==> config.mk <==
export PLATFORM = sky130hd
export DESIGN_NAME = dc_fu_dma_burst_engine
export DESIGN_NICKNAME = d
export VERILOG_FILES = /design/src/rtl/dc_fu_dma_burst_engine.sv
export SDC_FILE = /design/constraint.sdc
export NUM_CORES = 1
export LEC_CHECK = 0
export CORE_MARGIN = 2
export CORE_UTILIZATION = 25
export CTS_BUF_LIST = sky130_fd_sc_hd__clkbuf_8
export CTS_CLUSTER_SIZE = 28
export DETAILED_ROUTE_END_ITERATION = 16
export MAX_ROUTING_LAYER = met4
export PLACE_DENSITY_LB_ADDON = 0.12
export SETUP_SLACK_MARGIN = 0.15
export SLEW_MARGIN = 20
export SYNTH_ARGS = -nofsm -noshare
export SYNTH_HDL_FRONTEND = slang
export SYNTH_SLANG_ARGS = --single-unit
==> constraint.sdc <==
create_clock -name clk -period 7.3 [get_ports clk]
set_input_delay 1.46 -clock clk [delete_from_list [all_inputs] [get_ports clk]]
set_output_delay 1.46 -clock clk [all_outputs]
set_load 0.01 [all_outputs]
==> src/rtl/dc_fu_dma_burst_engine.sv <==
// AXI4 read DMA for the fetching unit: splits a word-count job into INCR bursts
// that never cross a 4 KB boundary, keeps several in flight, streams data out.
module dc_fu_dma_burst_engine #(
   parameter int unsigned FETCH_WORD_COUNT_WIDTH = 16,
   parameter int unsigned AXI_ARADDR_WIDTH       = 32,
   parameter int unsigned AXI_DATA_WIDTH         = 16,
   parameter int unsigned MAX_BURST_LEN          = 16,
   parameter int unsigned MAX_OUTSTANDING        = 4
) (
   input  logic                              clk,
   input  logic                              rst,
   input  logic                              en,
   input  logic                              start_fetch,
   input  logic [FETCH_WORD_COUNT_WIDTH-1:0] fetch_word_count,
   input  logic [AXI_ARADDR_WIDTH-1:0]       base_addr,
   output logic                              busy,
   output logic                              done,
   output logic [1:0]                        error_flag,
   output logic                              unaligned_read,
   output logic [7:0]                        axi_arid,
   output logic [1:0]                        axi_arlock,
   output logic [3:0]                        axi_arcache,
   output logic [2:0]                        axi_arprot,
   output logic [3:0]                        axi_arqos,
   output logic [3:0]                        axi_arregion,
   output logic [AXI_ARADDR_WIDTH-1:0]       axi_araddr,
   output logic [7:0]                        axi_arlen,
   output logic [2:0]                        axi_arsize,
   output logic [1:0]                        axi_arburst,
   output logic                              axi_arvalid,
   input  logic                              axi_arready,
   input  logic [7:0]                        axi_rid,
   input  logic [AXI_DATA_WIDTH-1:0]         axi_rdata,
   input  logic [1:0]                        axi_rresp,
   input  logic                              axi_rlast,
   input  logic                              axi_rvalid,
   output logic                              axi_rready,
   output logic [AXI_DATA_WIDTH-1:0]         out_data,
   output logic                              out_valid,
   output logic                              out_last,
   input  logic                              out_ready
);

   localparam int unsigned CW    = FETCH_WORD_COUNT_WIDTH;
   localparam int unsigned AW    = AXI_ARADDR_WIDTH;
   localparam int unsigned BYTES = AXI_DATA_WIDTH / 8;
   localparam int unsigned SIZE  = $clog2(BYTES);
   localparam int unsigned OW    = $clog2(MAX_OUTSTANDING + 1);

   typedef enum logic [1:0] {IDLE, CHECK, RUN, FINISH} state_t;

   state_t        state;
   logic [AW-1:0] next_addr;
   logic [CW-1:0] ar_remaining;
   logic [CW-1:0] beats_remaining;
   logic [OW-1:0] outstanding;
   logic          arvalid_q;

   logic [12:0]   room_bytes;
   logic [12:0]   room_words;
   logic [31:0]   burst_len;
   logic [8:0]    ar_words;
   logic          ar_hs;
   logic          r_hs;
   logic          issue;
   logic          unused_rid;

   assign axi_arid     = '0;
   assign axi_arlock   = '0;
   assign axi_arcache  = '0;
   assign axi_arprot   = '0;
   assign axi_arqos    = '0;
   assign axi_arregion = '0;
   assign axi_arsize   = 3'(SIZE);
   assign axi_arburst  = 2'b01;
   assign axi_arvalid  = arvalid_q;
   assign unused_rid   = ^axi_rid;

   assign axi_rready = out_ready & en & (state == RUN);
   assign out_valid  = axi_rvalid & (state == RUN);
   assign out_data   = axi_rdata;
   assign out_last   = out_valid & (beats_remaining == CW'(1));

   assign ar_hs    = arvalid_q & axi_arready & en;
   assign r_hs     = axi_rvalid & axi_rready;
   assign ar_words = {1'b0, axi_arlen} + 9'd1;
   assign issue    = (state == RUN) && (ar_remaining != '0) &&
                     (outstanding < OW'(MAX_OUTSTANDING)) && !arvalid_q;

   // Burst length: min of words left to request, max burst, words to the 4 KB line.
   always_comb begin
      room_bytes = 13'h1000 - {1'b0, next_addr[11:0]};
      room_words = room_bytes >> SIZE;
      burst_len  = 32'(ar_remaining);
      if (burst_len > 32'(MAX_BURST_LEN)) burst_len = 32'(MAX_BURST_LEN);
      if (burst_len > 32'(room_words))    burst_len = 32'(room_words);
   end

   always_ff @(posedge clk or posedge rst) begin
      if (rst) begin
         state           <= IDLE;
         busy            <= 1'b0;
         done            <= 1'b0;
         error_flag      <= '0;
         unaligned_read  <= 1'b0;
         next_addr       <= '0;
         axi_araddr      <= '0;
         axi_arlen       <= '0;
         arvalid_q       <= 1'b0;
         ar_remaining    <= '0;
         beats_remaining <= '0;
         outstanding     <= '0;
      end else if (en) begin
         case (state)
            IDLE: begin
               if (start_fetch) begin
                  next_addr       <= base_addr;
                  ar_remaining    <= fetch_word_count;
                  beats_remaining <= fetch_word_count;
                  error_flag      <= '0;
                  unaligned_read  <= 1'b0;
                  busy            <= 1'b1;
                  state           <= CHECK;
               end
            end
            CHECK: begin
               if (SIZE > 0 && (next_addr & AW'(BYTES - 1)) != '0) begin
                  unaligned_read <= 1'b1;
                  done           <= 1'b1;
                  busy           <= 1'b0;
                  state          <= FINISH;
               end else if (ar_remaining == '0) begin
                  done  <= 1'b1;
                  busy  <= 1'b0;
                  state <= FINISH;
               end else begin
                  state <= RUN;
               end
            end
            RUN: begin
               if (issue) begin
                  arvalid_q  <= 1'b1;
                  axi_araddr <= next_addr;
                  axi_arlen  <= 8'(burst_len - 32'd1);
               end
               if (ar_hs) begin
                  arvalid_q    <= 1'b0;
                  next_addr    <= next_addr + (AW'(ar_words) << SIZE);
                  ar_remaining <= ar_remaining - CW'(ar_words);
               end
               // Simultaneous AR accept and burst completion cancel out.
               case ({ar_hs, r_hs & axi_rlast})
                  2'b10:   outstanding <= outstanding + OW'(1);
                  2'b01:   outstanding <= outstanding - OW'(1);
                  default: outstanding <= outstanding;
               endcase
               if (r_hs) begin
                  beats_remaining <= beats_remaining - CW'(1);
                  if (axi_rresp != 2'b00 && error_flag == 2'b00)
                     error_flag <= axi_rresp;
               end
               if (beats_remaining == '0 && outstanding == '0) begin
                  done  <= 1'b1;
                  busy  <= 1'b0;
                  state <= FINISH;
               end
            end
            FINISH: begin
               done  <= 1'b0;
               state <= IDLE;
            end
            default: state <= IDLE;
         endcase
      end
   end

endmodule

==> metrics.txt <==
status finished, final reports clean; CP max-delay cell a21oi_1; drt total wl 23.6 mm; R2R Path Start next_addr[3]$_DFFE_PP0P_; register clock-pin slew on the reported worst setup and hold paths 0.08 ns; CP Buf/Inv Count 0; Final ANT Viol Nets 0; Power Density 455 mW/mm²; endpoints failing setup 0; clock tree sinks 115; GPL Wtd Cong 0.783; # rows 65; CP Capture Type register; Die ar. 0.0336 mm²; Req. time, crit path 7.66 ns; crit-path max FO 14; io pins 177; die height 183 µm; number of synthesized flops with an enable pin 0; First-pass DRT Iterations 5; RSZ-0062 raised after global routing no; TritonCTS clock tree done; Critical Path Source next_addr[3]$_DFFE_PP0P_; total CTS buffers 17; DRC Markers 0; vias in the first global route 6,448; sequential-to-total area share from yosys stat 35.8%; Worst Tran Pin Value 0.957 ns; CTS H-tree depth 4; Netlist cell types 65; CP most frequent cell a21oi_1; final hold slack 0.484 ns; Max Freq 208 MHz; layout cell share with drive strength beyond 1 8.59%; Yosys reg bits 115; CTS max path bufs 2; leak pwr 4.10 nW; Final Hold Fails 0; predominant post-synthesis flop cell dfrtp_1; DR iter-0 viols 409; worst hold path type reg2reg; Final min period 4.81 ns; initial core utilization 25.4%; CP top delay family simple AND/OR/NAND/NOR gates; Mean Syn Cell Area 8.92 µm²; initial antenna violation count 0; root buffer cell clkbuf_8; Critical Path AT 5.17 ns; IO Port Bufs 106; HP Start axi_araddr[1]$_DFFE_PP0P_; Slew headroom 36.2%; Startpoint Class register; latest clock arrival within the worst-skew pair 0.45 ns; core area 0.0316 mm²; Ys Warns 0; Layout area overhead 20.0%; global-route wire length before repair 37.2 mm; Syn Inst Count 900; Die Wd 183 µm; HPWL after detailed placement 16.9 mm; final max-slew violation count 0; CP Class reg2reg; total negative setup slack 0 ns; Synth Cell Area 0.00803 mm²; VDD IR-drop max 0.000143 V; Worst Clk Skew 0.0156 ns; Async SR Flop Fraction 100%; max incr delay on CP 0.74 ns; period utilisation layout 65.9%; Setup Buffers After CTS 0; CP Cell Sequence nor4_1, nand2_1, nor3_1, nand2_1, or3_1, ha_1, nand4_1, o31ai_1, a21oi_1, nor2_1, a21oi_1, ha_1, o21ai_0, nor3b_1, xnor2_1, a21oi_1, o21ai_0; GR Overflow Total 0; Final #Nets 1,104; ant diodes 0; Post-CTS Resized 0; DR vias/cell 4.73; DR vias 6,583; largest net degree at the start of global routing 70; hold_buf cts 0; # Max-Cap Violations 0; Wirelength per Cell 16.9 µm; GRT Util Overall 14.7%
==> per-layer routing <==
layer | share of wire, % | up-vias | global-route usage, %
li1 | - | 3311 | -
met4 | 1.9 | 0 | 4.70
met5 | 0 | - | -
met2 | 46 | 130 | 22.6
met1 | 49 | 3119 | 19.9
met3 | 3.0 | 23 | 2.32
==> logic make-up (layout without fill, tap and decap cells) <==
logic type | after synthesis | count (layout) | synth area share, %
simple gates | 272 | 272 | 16.2
compound gates | 249 | 249 | 19.3
buf+inv | 134 | 189 | 9.49
flops | 115 | 115 | 35.8
mux | 50 | 50 | 8.18
fa+ha+maj | 45 | 45 | 7.29
xor+xnor | 33 | 33 | 3.60
other cells | 2 | 37 | 0.0935
==> registers in the layout, indices dropped and copies added, names as in the netlist, 2 cells and up <==
name,flops
beats_remaining,16
state,2
axi_arlen,8
ar_remaining,16
outstanding,3
next_addr,32
axi_araddr,32
error_flag,2
==> tightest hold or removal path: cells and delay by family, from the launching register on <==
family	cells	cell delay, ns
DFF	1	0.34
and+or+nand+nor	1	0.05
AOI/OAI and AO/OA	1	0.06
==> Yosys cell counts (21+ instances only) <==
| master | count | area, µm² |
|---|---|---|
| nor3_1 | 21 | 105 |
| a21oi_1 | 70 | 350 |
| dfrtp_1 | 115 | 2880 |
| o21ai_0 | 61 | 305 |
| clkbuf_1 | 31 | 116 |
| buf_4 | 47 | 353 |
| mux2_4 | 31 | 465 |
| nand3_1 | 36 | 180 |
| inv_1 | 43 | 161 |
| nand2_1 | 88 | 330 |
| nor2_1 | 59 | 221 |
| ha_1 | 42 | 526 |
==> cells in the final DEF (no fill, tap or decap), drive strengths merged, types with 13 or more instances in the layout <==
| cell | Yosys | final |
|---|---|---|
| a21oi | 70 | 70 |
| a31oi | 17 | 17 |
| and3 | 14 | 14 |
| clkbuf | 32 | 17 |
| clkdlybuf4s50 | 0 | 106 |
| conb | 2 | 37 |
| dfrtp | 115 | 115 |
| ha | 42 | 42 |
| inv | 43 | 51 |
| mux2 | 32 | 32 |
| mux2i | 18 | 18 |
| nand2 | 88 | 88 |
| nand3 | 36 | 36 |
| nor2 | 59 | 59 |
| nor3 | 23 | 23 |
| o21ai | 61 | 61 |
| o22ai | 20 | 20 |
| xnor2 | 20 | 20 |
| xor2 | 13 | 13 |
==> path summary, 6_finish.rpt <==
check	endpoint	slack, ns	cells after the start
worst max-delay path	axi_arlen[6]$_DFFE_PP0P_	2.49	17
worst min-delay path	axi_araddr[1]$_DFFE_PP0P_	0.48	2
worst max register to register	axi_arlen[6]$_DFFE_PP0P_	2.49	17
worst min register to register	axi_araddr[1]$_DFFE_PP0P_	0.48	2
max in group asynchronous	ar_remaining[5]$_DFFE_PP0P_	4.45	3
min in group asynchronous	busy$_DFFE_PP0P_	1.52	2
==> power breakdown <==
group          switching (mW)  internal, mW  leakage [nW]  total, mW
clock network           0.339         0.347         0.203      0.686
logic                    1.26          1.11          2.52       2.38
registers               0.379         0.939          1.38       1.32
==> stage by stage <==
stage / instances / power (mW) / setup slack (ns) / util [%] / cell area (µm²)
CTS: 1392 / 4.44 / 2.47 / 30.5 / 9640
detailed placement: 1360 / 3.73 / 2.50 / 29.2 / 9210
global placement: 1360 / 3.73 / 2.54 / 29.2 / 9210
global route: 1392 / 4.80 / 1.93 / 30.5 / 9640
floorplan: 935 / 2.95 / 2.80 / - / 8160
finish: 1392 / 4.38 / 2.49 / 30.5 / 9640
==> final cells by class <==
cell class | instances | area (µm²)
inverters | 43 | 164
clock inverters | 15 | 193
multi-input cells | 686 | 4540
clock buffers | 17 | 234
repair buffers | 114 | 1120
well taps | 402 | 503
fillers | 3373 | 21900
flip-flops and latches | 115 | 2880
(Power assumes the default switching activity.)
